### src/rtl/ring_buffer_payload_reader_pkg.sv
// ---------------------------------------------------------------------------
// ring_buffer_payload_reader_pkg
// Shared types and constants for the ring-buffer payload reader slice.
//   reader_state_t : read-engine FSM states (IDLE -> HDR -> PAYLOAD -> IDLE)
//   SKID_DEPTH     : number of entries in the output skid buffer
//   HDR_WORDS      : header words for the default 32-bit sequence / 8-bit word
//   hdrWordCount() : header words for any SEQ_W / N combination
// ---------------------------------------------------------------------------
package ring_buffer_payload_reader_pkg;

  typedef enum logic [1:0] {
    IDLE    = 2'd0,
    HDR     = 2'd1,
    PAYLOAD = 2'd2
  } reader_state_t;

  localparam int SKID_DEPTH    = 2;
  localparam int DEFAULT_N     = 8;
  localparam int DEFAULT_SEQ_W = 32;
  localparam int HDR_WORDS     = DEFAULT_SEQ_W / DEFAULT_N;

  // The sequence header is sent as whole data words, MSB first.
  function automatic int hdrWordCount(input int seqW, input int n);
    return seqW / n;
  endfunction

endpackage

### src/rtl/ring_buffer_payload_reader_if.sv
// ---------------------------------------------------------------------------
// ring_buffer_payload_reader_if
// Groups the two buses of the payload reader:
//   ring_buffer read port : rb_rd_en, rb_rd_valid, rb_rd_data, rb_fill
//   AXI-stream output     : m_tdata, m_tvalid, m_tready, m_tlast
// Modports:
//   master : the reader (drives rb_rd_en and the stream)
//   slave  : the environment (ring_buffer + downstream stream consumer)
// ---------------------------------------------------------------------------
interface ring_buffer_payload_reader_if
  import ring_buffer_payload_reader_pkg::*;
#(
  parameter int N      = DEFAULT_N,
  parameter int FILL_W = 11
);

  logic              rb_rd_en;
  logic              rb_rd_valid;
  logic [N-1:0]      rb_rd_data;
  logic [FILL_W-1:0] rb_fill;

  logic [N-1:0]      m_tdata;
  logic              m_tvalid;
  logic              m_tready;
  logic              m_tlast;

  modport master (
    output rb_rd_en,
    input  rb_rd_valid,
    input  rb_rd_data,
    input  rb_fill,
    output m_tdata,
    output m_tvalid,
    input  m_tready,
    output m_tlast
  );

  modport slave (
    input  rb_rd_en,
    output rb_rd_valid,
    output rb_rd_data,
    output rb_fill,
    input  m_tdata,
    input  m_tvalid,
    output m_tready,
    input  m_tlast
  );

endinterface

### src/rtl/ring_buffer_payload_reader_axis_skid2.sv
// ---------------------------------------------------------------------------
// axis_skid2
// Two-entry FIFO whose head entry is presented directly as registered
// AXI-stream outputs. Each entry carries {last, data}.
// Ports:
//   clk, rst     : clock, asynchronous active-high reset
//   push_i       : write pushWord_i this cycle (ignored when full with no pop)
//   pushWord_i   : {last, data} to store
//   ready_i      : downstream ready; a pop happens on valid_o && ready_i
//   valid_o      : head entry present
//   word_o       : head entry {last, data}, stable until popped
//   count_o      : current occupancy (0..2)
// ---------------------------------------------------------------------------
module axis_skid2
  import ring_buffer_payload_reader_pkg::*;
#(
  parameter int W = 9
) (
  input  logic         clk,
  input  logic         rst,
  input  logic         push_i,
  input  logic [W-1:0] pushWord_i,
  input  logic         ready_i,
  output logic         valid_o,
  output logic [W-1:0] word_o,
  output logic [1:0]   count_o
);

  logic [W-1:0] mem_q [SKID_DEPTH];
  logic         wrPtr_q;
  logic         rdPtr_q;
  logic [1:0]   count_q;
  logic [1:0]   count_d;
  logic         pop;
  logic         pushOk;

  assign valid_o = (count_q != 2'd0);
  assign word_o  = mem_q[rdPtr_q];
  assign count_o = count_q;
  assign pop     = valid_o & ready_i;

  // A push into a full buffer is only accepted when the head leaves in the
  // same cycle, which keeps one beat per cycle flowing at full occupancy.
  assign pushOk  = push_i & ((count_q != 2'(SKID_DEPTH)) | pop);

  // Occupancy tracks the net effect of this cycle's push and pop.
  always_comb begin
    count_d = count_q;
    case ({pushOk, pop})
      2'b10:   count_d = count_q + 2'd1;
      2'b01:   count_d = count_q - 2'd1;
      default: count_d = count_q;
    endcase
  end

  // Storage and pointers; the head word is only rewritten when the slot it
  // occupies has been popped, so the output is stable during stalls.
  always_ff @(posedge clk or posedge rst) begin
    if (rst) begin
      for (int i = 0; i < SKID_DEPTH; i++) begin
        mem_q[i] <= '0;
      end
      wrPtr_q <= 1'b0;
      rdPtr_q <= 1'b0;
      count_q <= 2'd0;
    end else begin
      if (pushOk) begin
        mem_q[wrPtr_q] <= pushWord_i;
        wrPtr_q        <= ~wrPtr_q;
      end
      if (pop) begin
        rdPtr_q <= ~rdPtr_q;
      end
      count_q <= count_d;
    end
  end

endmodule

### src/rtl/ring_buffer_payload_reader.sv
// ---------------------------------------------------------------------------
// ring_buffer_payload_reader
// Read-side engine of the UDP packetizer ring buffer (rclk domain). Once
// PAYLOAD_WORDS words are stored it emits one frame on a byte-wide stream:
// SEQ_W/N sequence-number header words (MSB first) followed by PAYLOAD_WORDS
// words drained from the ring buffer. A 2-entry skid absorbs backpressure.
// Ports:
//   rclk, rst     : sole clock, asynchronous active-high reset
//   bus (master)  : ring_buffer read port and AXI-stream output
//   frame_seq     : sequence number of the next frame to be sent
//   busy          : high from frame start until the tlast handshake
//   err_underrun  : sticky, a read returned without rb_rd_valid
// ---------------------------------------------------------------------------
module ring_buffer_payload_reader
  import ring_buffer_payload_reader_pkg::*;
#(
  parameter int N             = 8,
  parameter int FILL_W        = 11,
  parameter int PAYLOAD_WORDS = 256,
  parameter int SEQ_W         = 32
) (
  input  logic                   rclk,
  input  logic                   rst,
  ring_buffer_payload_reader_if.master bus,
  output logic [SEQ_W-1:0]       frame_seq,
  output logic                   busy,
  output logic                   err_underrun
);

  localparam int HdrWords = hdrWordCount(SEQ_W, N);
  localparam int HdrIdxW  = (HdrWords > 1) ? $clog2(HdrWords) : 1;

  reader_state_t     state_q, state_d;
  logic [HdrIdxW-1:0] hdrIdx_q, hdrIdx_d;
  logic [FILL_W-1:0] readsIssued_q, readsIssued_d;
  logic              inFlight_q, inFlight_d;
  logic              lastInFlight_q, lastInFlight_d;
  logic [SEQ_W-1:0]  seqCount_q, seqCount_d;
  logic [SEQ_W-1:0]  hdrSeq_q, hdrSeq_d;
  logic              err_q, err_d;

  logic [1:0]        skidCount;
  logic              skidValid;
  logic [N:0]        skidWord;
  logic              popFire;
  logic [1:0]        occAfterPop;
  logic              pushEn;
  logic [N-1:0]      pushData;
  logic              pushLast;
  logic              rdEn;
  logic              readsLeft;
  logic              hdrLast;
  logic [SEQ_W-1:0]  hdrShift;

  assign popFire     = skidValid & bus.m_tready;
  // Occupancy the skid will have after this cycle's pop, before any push.
  assign occAfterPop = skidCount - {1'b0, popFire};
  assign readsLeft   = (readsIssued_q < FILL_W'(PAYLOAD_WORDS));
  assign hdrLast     = (hdrIdx_q == HdrIdxW'(HdrWords - 1));
  // Shifting left brings the current header word to the top, MSB word first.
  assign hdrShift    = hdrSeq_q << (32'(hdrIdx_q) * N);

  // Next-state and datapath control. A read may be issued only if the skid
  // will still have room for it when it returns next cycle: the occupancy
  // after this cycle's pop plus this cycle's push must leave a free slot.
  // Counting the pop this cycle is what allows back-to-back reads at full
  // rate. Payload reads start on the last header push so the first payload
  // word returns in PAYLOAD and can never overtake a header word.
  always_comb begin
    state_d       = state_q;
    hdrIdx_d      = hdrIdx_q;
    readsIssued_d = readsIssued_q;
    hdrSeq_d      = hdrSeq_q;
    seqCount_d    = seqCount_q;
    err_d         = err_q;
    pushEn        = 1'b0;
    pushData      = '0;
    pushLast      = 1'b0;
    rdEn          = 1'b0;

    case (state_q)
      IDLE: begin
        if (bus.rb_fill >= FILL_W'(PAYLOAD_WORDS)) begin
          state_d       = HDR;
          hdrSeq_d      = seqCount_q;
          hdrIdx_d      = '0;
          readsIssued_d = '0;
        end
      end

      HDR: begin
        if (occAfterPop != 2'd2) begin
          pushEn   = 1'b1;
          pushData = hdrShift[SEQ_W-1 -: N];
          hdrIdx_d = hdrIdx_q + HdrIdxW'(1);
          if (hdrLast) begin
            state_d = PAYLOAD;
            rdEn    = readsLeft & (occAfterPop == 2'd0);
          end
        end
      end

      PAYLOAD: begin
        // A missing rb_rd_valid is replaced by a zero word so the frame
        // keeps its length.
        if (inFlight_q) begin
          pushEn   = 1'b1;
          pushData = bus.rb_rd_valid ? bus.rb_rd_data : '0;
          pushLast = lastInFlight_q;
          if (!bus.rb_rd_valid) begin
            err_d = 1'b1;
          end
        end
        rdEn = readsLeft & ((occAfterPop + {1'b0, inFlight_q}) < 2'd2);
        if (popFire && skidWord[N]) begin
          state_d    = IDLE;
          seqCount_d = seqCount_q + SEQ_W'(1);
        end
      end

      default: begin
        state_d = IDLE;
      end
    endcase

    if (rdEn) begin
      readsIssued_d = readsIssued_q + FILL_W'(1);
    end
  end

  // Every read returns exactly one cycle later; remember whether it is the
  // final payload word so it can carry tlast into the skid.
  assign inFlight_d     = rdEn;
  assign lastInFlight_d = rdEn & (readsIssued_q == FILL_W'(PAYLOAD_WORDS - 1));

  // State register; reset drops any partial frame.
  always_ff @(posedge rclk or posedge rst) begin
    if (rst) begin
      state_q        <= IDLE;
      hdrIdx_q       <= '0;
      readsIssued_q  <= '0;
      inFlight_q     <= 1'b0;
      lastInFlight_q <= 1'b0;
      seqCount_q     <= '0;
      hdrSeq_q       <= '0;
      err_q          <= 1'b0;
    end else begin
      state_q        <= state_d;
      hdrIdx_q       <= hdrIdx_d;
      readsIssued_q  <= readsIssued_d;
      inFlight_q     <= inFlight_d;
      lastInFlight_q <= lastInFlight_d;
      seqCount_q     <= seqCount_d;
      hdrSeq_q       <= hdrSeq_d;
      err_q          <= err_d;
    end
  end

  axis_skid2 #(
    .W (N + 1)
  ) u_skid (
    .clk        (rclk),
    .rst        (rst),
    .push_i     (pushEn),
    .pushWord_i ({pushLast, pushData}),
    .ready_i    (bus.m_tready),
    .valid_o    (skidValid),
    .word_o     (skidWord),
    .count_o    (skidCount)
  );

  assign bus.rb_rd_en = rdEn;
  assign bus.m_tvalid = skidValid;
  assign bus.m_tdata  = skidWord[N-1:0];
  assign bus.m_tlast  = skidWord[N];
  assign frame_seq    = seqCount_q;
  assign busy         = (state_q != IDLE);
  assign err_underrun = err_q;

endmodule

### src/flat_wrapper.sv
// flat-port wrapper written by rule: the top's interface ports become plain ports
module ring_buffer_payload_reader_flat import ring_buffer_payload_reader_pkg::*;
#(
  parameter int N             = 8,
  parameter int FILL_W        = 11,
  parameter int PAYLOAD_WORDS = 256,
  parameter int SEQ_W         = 32
)
  (rclk, rst, frame_seq, busy, err_underrun, bus_rb_rd_en, bus_rb_rd_valid, bus_rb_rd_data, bus_rb_fill, bus_m_tdata, bus_m_tvalid, bus_m_tready, bus_m_tlast);
  ring_buffer_payload_reader_if #(.N(N), .FILL_W(FILL_W)) bus_i ();
  input  logic rclk;
  input  logic rst;
  output logic [SEQ_W-1:0] frame_seq;
  output logic busy;
  output logic err_underrun;
  output wire logic [$bits(bus_i.rb_rd_en)-1:0] bus_rb_rd_en;
  input wire logic [$bits(bus_i.rb_rd_valid)-1:0] bus_rb_rd_valid;
  input wire logic [$bits(bus_i.rb_rd_data)-1:0] bus_rb_rd_data;
  input wire logic [$bits(bus_i.rb_fill)-1:0] bus_rb_fill;
  output wire logic [$bits(bus_i.m_tdata)-1:0] bus_m_tdata;
  output wire logic [$bits(bus_i.m_tvalid)-1:0] bus_m_tvalid;
  input wire logic [$bits(bus_i.m_tready)-1:0] bus_m_tready;
  output wire logic [$bits(bus_i.m_tlast)-1:0] bus_m_tlast;
  assign bus_rb_rd_en = bus_i.rb_rd_en;
  assign bus_i.rb_rd_valid = bus_rb_rd_valid;
  assign bus_i.rb_rd_data = bus_rb_rd_data;
  assign bus_i.rb_fill = bus_rb_fill;
  assign bus_m_tdata = bus_i.m_tdata;
  assign bus_m_tvalid = bus_i.m_tvalid;
  assign bus_i.m_tready = bus_m_tready;
  assign bus_m_tlast = bus_i.m_tlast;
  ring_buffer_payload_reader #(.N(N), .FILL_W(FILL_W), .PAYLOAD_WORDS(PAYLOAD_WORDS), .SEQ_W(SEQ_W)) u_core (.rclk(rclk), .rst(rst), .bus(bus_i), .frame_seq(frame_seq), .busy(busy), .err_underrun(err_underrun));
endmodule
### config.mk
export PLATFORM = sky130hd
export DESIGN_NAME = ring_buffer_payload_reader_flat
export DESIGN_NICKNAME = d
export VERILOG_FILES = /design/src/rtl/ring_buffer_payload_reader_pkg.sv /design/src/rtl/ring_buffer_payload_reader_if.sv /design/src/rtl/ring_buffer_payload_reader_axis_skid2.sv /design/src/rtl/ring_buffer_payload_reader.sv /design/src/flat_wrapper.sv
export SDC_FILE = /design/constraint.sdc
export NUM_CORES = 1
export LEC_CHECK = 0
export ABC_AREA = 1
export CAP_MARGIN = 20
export CORE_UTILIZATION = 51
export CTS_CLUSTER_SIZE = 10
export DETAILED_ROUTE_END_ITERATION = 8
export PLACE_DENSITY = 0.85
export SLEW_MARGIN = 10
export SYNTH_ARGS = -nofsm -noshare
export SYNTH_HDL_FRONTEND = slang
export SYNTH_SLANG_ARGS = --single-unit
### constraint.sdc
create_clock -name rclk -period 4.16 [get_ports rclk]
set_clock_uncertainty 0.05 [all_clocks]
set_input_delay 1.248 -clock rclk [delete_from_list [all_inputs] [get_ports rclk]]
set_output_delay 1.248 -clock rclk [all_outputs]
set_load 0.02 [all_outputs]
==> flow_metrics.tcl <==
set metrics [dict create \
    via_count 5097 \
    leakage_nw 3.22 \
    ys_types 38 \
    p_sw_mw 1.41 \
    seq_power_share_pct 40.5 \
    hold_viol 0 \
    layout_common_cells "nand2_1, dfrtp_1, inv_1" \
    area_growth_pct 16.4 \
    stdcell_area_um2 6690 \
    dieArea_um2 11700 \
    drc 0 \
    p_per_area_nw_per_um2 504 \
    clk_latency_ns 0.37 \
    wirelength_um 13400 \
    rr_startpoint "u_core.u_skid.count_o[1]" \
    peakVddDrop_mv 0.360 \
    hpwlAfterDp_um 9890 \
    whs_ns 0.440 \
    place_ws_ns -0.388 \
    crit_fanout 2 \
    ys.flop_type "dfrtp_1" \
    power.internal_mw 1.96 \
    synth_edf_count 0 \
    end_kind "primary output" \
    drt_iter0_drc 252 \
    ys.warnings.count 0 \
    die_h_um 108 \
    start_util_pct 52.8 \
    ant_nets 0 \
    worstMarginPinSlew_ns 0.579 \
    grt_pass1_wl_um 23000 \
    wire_per_inst_um 13.6 \
    cp_data_arrival_time_ns 2.49 \
    grt_start_max_net_pins 60 \
    final.min_clock_period_ns 3.79 \
    syn-cell-area_um2 5750 \
    final_common_cell "nand2_1" \
    syn-num-nets 814 \
    die_w_um 108 \
    clock-sinks 104 \
    r2r_slack_ns 1.91 \
    clkSlewWorstSetupHoldPaths_ns 0.10 \
    finalSetupViolCount 0 \
    layout.nets 875 \
    timing.rr.end "u_core.u_skid.mem_q[13]" \
    yosysSeqAreaShare_pct 45.3 \
    gp_congestion 0.929 \
    worstSetupEndpoint "bus_rb_rd_en" \
    track_usage_pct 25.5 \
    pin_count 68 \
    critPathRequiredTime_ns 2.86 \
    ctsHoldBuffers 0 \
    status "completed" \
    synthArstFlopShare_pct 100 \
    io_buffers 59 \
    root_buffer "clkbuf_8" \
    grt_overflow 0 \
    ctsLongestPathBuffers 2 \
    hold_class "reg -> reg" \
    cts_setup_buffers 0 \
    diodes 0 \
    startpoint_type "input port" \
    rsz0062_at_grt "false" \
    reg2regPathDepth 13 \
    rows 38 \
    cts_resized 4 \
    drt_first_pass_iters 5 \
    drive_gt1_share_pct 8.00 \
    register_area_um2 2600 \
    switching_share_pct 41.9 \
    post-route-period-util_pct 91.1 \
    htreeDepth 3 \
    nFillCells 989 \
    placed_cell_area_um2 6500 \
    syn_area_per_cell_um2 7.33 \
    vias_per_cell 5.15 \
    core_area_um2 10900 \
    slew_headroom_pct 61.4 \
    synth-seq-cells 104 \
    cts_made_buffers 9 \
    postSynthCellCount 784 \
    pwr-share-clk_pct 17.9 \
    power_frac_comb_pct 41.6 \
    final_max_slew_viol_count 0 \
    grt_pass1_vias 4937 \
    grt_antenna_before_repair 0 \
    fmax_ghz 0.264 \
    multi_input_area_um2 2690 \
    cap_violations 0 \
    cts_tree "built" \
    final.setup.worst_slack_ns 0.371 \
    cp-startpoint "bus_m_tready" \
    critPathKind "in -> out" \
]
## Yosys cell counts, types with 2 or more instances
| library cell | count | area, um^2 |
|---|---|---|
| a21oi_1 | 2 | 10.0 |
| and2_1 | 2 | 12.5 |
| buf_2 | 13 | 65.1 |
| clkbuf_1 | 8 | 30.0 |
| dfrtp_1 | 104 | 2600 |
| ha_1 | 7 | 87.6 |
| inv_1 | 80 | 300 |
| inv_2 | 4 | 15.0 |
| nand2_1 | 310 | 1160 |
| nand2_2 | 2 | 12.5 |
| nand2_4 | 2 | 22.5 |
| nand3_1 | 59 | 295 |
| nand4_1 | 6 | 37.5 |
| nor2_1 | 74 | 278 |
| nor2_2 | 4 | 25.0 |
| nor2_4 | 4 | 45.0 |
| nor2_8 | 2 | 40.0 |
| nor3_1 | 3 | 15.0 |
| o211ai_1 | 8 | 60.1 |
| o21ai_0 | 45 | 225 |
| o21ai_2 | 10 | 87.6 |
| or2_2 | 2 | 12.5 |
| xnor2_1 | 4 | 35.0 |
| xor2_1 | 15 | 131 |
## power groups by stage
stage	clock network (mW)	logic [mW]	registers, mW
global route	0.650	1.57	1.39
detailed placement	0	1.40	1.38
global placement	0	1.36	1.37
CTS	0.614	1.41	1.36
floorplan	0	0.973	1.37
finish	0.604	1.40	1.36
## critical path, cell delays in order
cell and delay (ns):
dlymetal6s2s_1 0.15, nand2_4 0.08, clkinv_2 0.05, ha_1 0.30, inv_1 0.06, nand2_1 0.05
inv_1 0.05, nand2_1 0.04, nand3_1 0.06, nand2_1 0.07, nand2_1 0.09, clkinv_1 0.08
buf_2 0.16
## area by class of cell
type,instances,share of cell area [%]
multi-input combinational,570,40.2
sequential,104,38.9
timing repair buffer,74,10.5
inverter,86,4.88
tap,140,2.62
clock buffer,11,2.26
clock inverter,5,0.617
## sequential cells by signal, summed over array words and instances, names as in the netlist, 2 cells and up
register,flops
u_core.frame_seq,32
u_core.hdrSeq_q,32
u_core.u_skid.mem_q,18
u_core.readsIssued_q,11
u_core.hdrIdx_q,2
u_core.state_q,2
u_core.u_skid.count_o,2
## stage by stage
| step | cells | setup TNS (ns) | util (%) | power [mW] |
|---|---|---|---|---|
| after floorplan | 784 | 0 | - | 2.34 |
| after global placement | 974 | -0.407 | 59.7 | 2.74 |
| after detailed placement | 974 | -0.388 | 59.7 | 2.78 |
| after CTS | 990 | 0 | 61.4 | 3.38 |
| after global routing | 990 | 0 | 61.4 | 3.61 |
| final | 990 | 0 | 61.4 | 3.37 |
## worst min path at each step
stage | startpoint | to | cells past startpoint
after floorplan | u_core.u_skid.mem_q[8] | u_core.u_skid.mem_q[8] | 2
after global placement | u_core.u_skid.mem_q[8] | u_core.u_skid.mem_q[8] | 2
after detailed placement | u_core.u_skid.mem_q[5] | u_core.u_skid.mem_q[5] | 2
after CTS | u_core.u_skid.mem_q[5] | u_core.u_skid.mem_q[5] | 2
after global routing | u_core.hdrSeq_q[8] | u_core.hdrSeq_q[8] | 2
final | u_core.hdrSeq_q[20] | u_core.hdrSeq_q[20] | 2
## kinds of logic after synthesis
family          Yosys count  share of synthesized area [%]
compound gates           71                           7.62
xor+xnor                 19                           2.90
fa+ha+maj                 7                           1.52
buf+inv                 110                           7.88
flops                   104                           45.3
simple gates            473                           34.8
## per-layer routing
metal  wire, um  global-route usage [%]  vias up  part of all wire, %
met5          0                       0        -                    0
met4        319                    9.98        0                  2.4
met3        765                    3.98       22                  5.7
met2       6370                    40.9      166                   47
met1       5990                    34.7     2347                   45
li1           -                       -     2562                    -
No activity file was read; power rests on OpenSTA's default activity.
